## config.mk

```make
export PLATFORM = sky130hd
export DESIGN_NAME = gpio_arbiter
export DESIGN_NICKNAME = d
export VERILOG_FILES = /design/src/rtl/gpio_arb_pkg.sv /design/src/rtl/gpio_arb_pick.sv /design/src/rtl/gpio_arbiter.sv
export SDC_FILE = /design/constraint.sdc
export NUM_CORES = 1
export LEC_CHECK = 0
export BUFFER_PORTS_ARGS = -buffer_cell sky130_fd_sc_hd__buf_2
export CORE_MARGIN = 2
export CORE_UTILIZATION = 40
export DETAILED_ROUTE_END_ITERATION = 10
export HOLD_SLACK_MARGIN = 0.03
export PLACE_DENSITY = 0.7
export SLEW_MARGIN = 30
export SYNTH_ARGS = -nofsm -noshare
export SYNTH_HDL_FRONTEND = slang
export SYNTH_HIERARCHICAL = 1
export SYNTH_SLANG_ARGS = --single-unit
export TNS_END_PERCENT = 30
```

## constraint.sdc

```tcl
create_clock -name clk -period 1.7 [get_ports clk]
set_input_delay 0.17 -clock clk [delete_from_list [all_inputs] [get_ports clk]]
set_output_delay 0.17 -clock clk [all_outputs]
set_load 0.03 [all_outputs]
```

## src/rtl/gpio_arb_pkg.sv

```systemverilog
// rtl/gpio_arb_pkg.sv - shared types and defaults for the two-master GPIO arbiter
package gpio_arb_pkg;

  localparam int DEF_DW = 32;
  localparam int DEF_AW = 2;

  // Transaction sequencer: sample/latch, drive the GPIO port, report completion
  typedef enum logic [1:0] {
    ST_IDLE   = 2'd0,
    ST_ACCESS = 2'd1,
    ST_RESP   = 2'd2
  } state_t;

  typedef enum logic {
    M0 = 1'b0,
    M1 = 1'b1
  } mid_t;

  function automatic mid_t other_master(input mid_t m);
    return (m == M0) ? M1 : M0;
  endfunction

endpackage

```

## src/rtl/gpio_arb_pick.sv

```systemverilog
// rtl/gpio_arb_pick.sv - combinational winner selection between two requesters
module gpio_arb_pick
  import gpio_arb_pkg::*;
(
  input  logic req0,
  input  logic req1,
  input  mid_t last,
  output mid_t winner,
  output logic valid
);

  // A lone requester wins outright; on a tie the master not served last wins
  always_comb begin
    valid  = req0 | req1;
    winner = M0;
    if (req0 && req1) begin
      winner = other_master(last);
    end else if (req1) begin
      winner = M1;
    end
  end

endmodule

```

## src/rtl/gpio_arbiter.sv

```systemverilog
// rtl/gpio_arbiter.sv - two-master GPIO access arbiter, GPIO_ARB_RR_EN selects round-robin ties
module gpio_arbiter
  import gpio_arb_pkg::*;
#(
  parameter int DW = DEF_DW,
  parameter int AW = DEF_AW
) (
  input  logic          clk,
  input  logic          rst,
  input  logic          req0,
  input  logic          req1,
  input  logic [AW-1:0] a0,
  input  logic [AW-1:0] a1,
  input  logic          we0,
  input  logic          we1,
  input  logic [DW-1:0] wd0,
  input  logic [DW-1:0] wd1,
  output logic          gnt0,
  output logic          gnt1,
  output logic          done0,
  output logic          done1,
  output logic [DW-1:0] rd0,
  output logic [DW-1:0] rd1,
  output logic [AW-1:0] A,
  output logic          WE,
  output logic [DW-1:0] WD,
  input  logic [DW-1:0] RD
);

  state_t        state;
  state_t        state_nxt;
  mid_t          id_q;
  logic [AW-1:0] a_q;
  logic          we_q;
  logic [DW-1:0] wd_q;
  mid_t          pick_id;
  logic          pick_vld;
  mid_t          last;
  logic          take;

  // A new access is accepted only from IDLE; everything latched here is frozen until it completes
  assign take = (state == ST_IDLE) && pick_vld;

`ifdef GPIO_ARB_RR_EN
  mid_t last_q;

  // Remember who was granted most recently so the next tie goes to the other master
  always_ff @(posedge clk) begin
    if (rst) begin
      last_q <= M1;
    end else if (take) begin
      last_q <= pick_id;
    end
  end

  assign last = last_q;
`else
  // Treating master 1 as always "last served" turns the picker into fixed priority for master 0
  assign last = M1;
`endif

  gpio_arb_pick u_pick (
    .req0   (req0),
    .req1   (req1),
    .last   (last),
    .winner (pick_id),
    .valid  (pick_vld)
  );

  // State register
  always_ff @(posedge clk) begin
    if (rst) begin
      state <= ST_IDLE;
    end else begin
      state <= state_nxt;
    end
  end

  // Capture the winner's id and request fields when the access is accepted
  always_ff @(posedge clk) begin
    if (rst) begin
      id_q <= M0;
      a_q  <= '0;
      we_q <= 1'b0;
      wd_q <= '0;
    end else if (take) begin
      id_q <= pick_id;
      a_q  <= (pick_id == M1) ? a1  : a0;
      we_q <= (pick_id == M1) ? we1 : we0;
      wd_q <= (pick_id == M1) ? wd1 : wd0;
    end
  end

  // Read data is sampled at the end of the ACCESS cycle; writes leave it alone
  always_ff @(posedge clk) begin
    if (rst) begin
      rd0 <= '0;
      rd1 <= '0;
    end else if (state == ST_ACCESS && !we_q) begin
      if (id_q == M1) begin
        rd1 <= RD;
      end else begin
        rd0 <= RD;
      end
    end
  end

  // Next state and port outputs; the GPIO port is driven only during ACCESS
  always_comb begin
    state_nxt = state;
    gnt0      = 1'b0;
    gnt1      = 1'b0;
    done0     = 1'b0;
    done1     = 1'b0;
    A         = '0;
    WE        = 1'b0;
    WD        = '0;
    case (state)
      ST_IDLE: begin
        if (pick_vld) begin
          state_nxt = ST_ACCESS;
        end
      end
      ST_ACCESS: begin
        state_nxt = ST_RESP;
        gnt0      = (id_q == M0);
        gnt1      = (id_q == M1);
        A         = a_q;
        WE        = we_q;
        WD        = wd_q;
      end
      ST_RESP: begin
        state_nxt = ST_IDLE;
        gnt0      = (id_q == M0);
        gnt1      = (id_q == M1);
        done0     = (id_q == M0);
        done1     = (id_q == M1);
      end
      default: begin
        state_nxt = ST_IDLE;
      end
    endcase
  end

endmodule
```

==> flow_summary.yaml <==
yosys:
  synth_top_family_by_area: "simple AND/OR/NAND/NOR gates"
  synth_edf_count: 0
  async_reset_ff_share_pct: 0
  yosysMostFrequentCell: "nand2_1"
  synth_area_per_cell_um2: 8.833
  synth_xor_area_share_pct: 0
  synth-simple-area-share_pct: 22.31
  ys_seq_elements: 102
  syn_area_um2: 4425
  synth_common_cells: "nand2_1 (110), dfxtp_1 (102), a21oi_1 (47)"
  synth_ff_type: "dfxtp_1"
  ys_seq_area_share_pct: 46.14
  syn-num-nets: 612
  synth_top_area_share_pct: 46.14
  synth-compound-area-share_pct: 14.79
  muxShareOfSynthArea_pct: 8.595
  synth.area.top_cells: "dfxtp_1 (46%), nand2_1 (9.3%), mux2i_1 (8.6%)"
  yosys_warnings: 6
  syn_inst: 501
  synth.distinct_cells: 29
  synth_top_area_cell: "dfxtp_1"
  synthAdderAreaFrac_pct: 1.414
finish:
  drive_above_1_share_pct: 40.37
  nFillCells: 1006
  diodes: 0
  fin_cells: 841
  area_delta_synth_final_pct: 33.22
  multi_input_area_um2: 2113
  seqCellArea_um2: 2047
  fin_nets: 807
timing:
  period_share_pct: 98.57
  fin_hold_ws_ns: 0.05314
  min_period_ns: 1.676
  skew_ns: 0.006662
  grt_setup_unrepaired: "true"
  hold_viol: 0
  slew_viol_final: 0
  setup_violations: 0
  max_freq_mhz: 596.8
placement:
  io_buffers: 208
  gp_congestion: 0.7402
  dp.cells: 821
  dp_hpwl_um: 8333
worst_hold_path:
  min_path_cells: 3
  hold_class: "in2reg"
worst_setup_path:
  crit_required_ns: 1.53
  cp_max_fo: 17
  critPathLaunchType: "flop"
  rr_worst_depth: 6
  crit_arrival_ns: 1.51
  crit_type: "reg2out"
  crit_path_end_kind: "output port"
detailed_routing:
  viasPerCell: 4.898
  dr.pass1.iters: 4
  wl_per_cell_um: 13.80
  drc: 0
  ant_nets: 0
  wl_um: 11610
  dr_total_vias: 4119
  drt_iter0_drc: 205
clock_network:
  clock_path_buffers: 2
  post_cts_buffers: 0
  cts_num_sinks: 102
  path_clk_slew_ns: 0.09
  cts_buffers: 9
  tritoncts: "done"
  cts_max_level: 3
  clk-insertion-delay-late_ns: 0.36
  root_buffer: "clkbuf_8"
floorplanning:
  rows: 38
  core_um2: 10840
  io_pins: 209
  die_h_um: 109.2
  die_area_um2: 11920
  die_width_um: 109.2
  start_util_pct: 40.82
flow_run:
  cap_viol_max_count: 0
power_and_ir_drop:
  power.density_nw_per_um2: 981.4
  p_leak_nw: 2.696
  ir_drop_uv: 535.1
global_routing:
  grt_pass1_vias: 3833
  grt_use_total_pct: 18.75
  grt_max_degree: 56
  grt_pass1_wl_um: 17730
  antenna_found_initial: 0
  overflow: 0
run_status:
  status: "finished, final reports clean"
placed cells by master (no fill, tap or decap):
master	instances
a211oi_1	35
a21boi_4	1
a21oi_1	47
a21oi_2	17
and2_1	35
and2_2	3
and2b_2	2
and3b_1	1
buf_12	6
buf_2	177
buf_4	30
buf_6	1
bufinv_16	1
clkbuf_1	1
clkbuf_16	1
clkbuf_4	7
clkbuf_8	10
clkinv_2	1
clkinv_4	1
clkinvlp_4	2
conb_1	1
dfxtp_1	100
dfxtp_2	1
dfxtp_4	1
dlygate4sd3_1	3
ha_1	4
ha_4	1
inv_1	1
inv_4	1
mux2i_1	38
nand2_1	110
nand2_2	17
nand2_4	1
nand2b_1	1
nand3b_1	1
nor2_1	38
nor3b_4	1
or2_1	1
or3b_1	1
cell type report:
type                       count  area share [%]
clock buffer                  11           2.398
clock inverter                 5          0.9975
inverter                       2          0.1698
multi-input combinational    356           35.84
sequential                   102           34.72
tap                          140           2.971
timing repair buffer         225           22.90
flip-flops by register name (all words and copies together) (netlist names):
name	count
a_q	2
id_q	1
rd0	32
rd1	32
state	2
wd_q	32
we_q	1
stage by stage:
| step | instance area [um^2] | TNS (ns) | total power, W | setup WS [ns] | utilization (%) |
|---|---|---|---|---|---|
| after floorplan | 4425 | 0 | 0.003800 | 0.2489 | - |
| after global placement | 5529 | 0 | 0.004182 | 0.1775 | 51.00 |
| after detailed placement | 5529 | 0 | 0.004225 | 0.09444 | 51.00 |
| after CTS | 5787 | 0 | 0.005788 | 0.002020 | 53.38 |
| after global routing | 5896 | -0.4141 | 0.006091 | -0.03786 | 54.39 |
| final | 5896 | 0 | 0.005786 | 0.02433 | 54.39 |
critical path, cell delays in order (launching register included):
cell	delay (ns)
dfxtp_2	0.38
inv_4	0.06
ha_4	0.20
clkbuf_16	0.18
and2_1	0.16
clkbuf_4	0.18
power breakdown:
part	internal (W)	total (W)	switching [W]	leakage, nW
clock network	0.000722	0.00154	0.000814	0.0955
registers	0.00260	0.00273	0.000122	0.836
logic	0.000595	0.00152	0.000928	1.76
layer usage:
| metal | up-vias | share of wire [%] | track usage (%) |
|---|---|---|---|
| met3 | 17 | 8.0 | 4.483 |
| li1 | 2039 | - | - |
| met1 | 1896 | 42 | 21.95 |
| met5 | - | 0 | 0 |
| met4 | 0 | 2.1 | 7.685 |
| met2 | 167 | 48 | 32.79 |
path summary, 6_finish.rpt:
kind / start / end / slack [ns]
setup / recovery: state[1] / WD[16] / 0.02
hold / removal: RD[21] / rd0[21] / 0.05
setup reg to reg: state[1] / rd0[30] / 0.17
hold reg to reg: rd1[6] / rd1[6] / 0.46
what timing repair did:
action,CTS,global route
pin swaps,0,1
gates cloned,0,1
setup endpoints to repair,36,36
endpoints found under the hold margin,2,1
gates resized for setup,12,49
hold buffers,2,1
logic make-up after synthesis:
kind of cell | after synthesis
fa+ha+maj | 5
compound gates | 100
other cells | 1
buf+inv | 43
mux | 38
flops | 102
simple gates | 212
(Power assumes the default switching activity.)
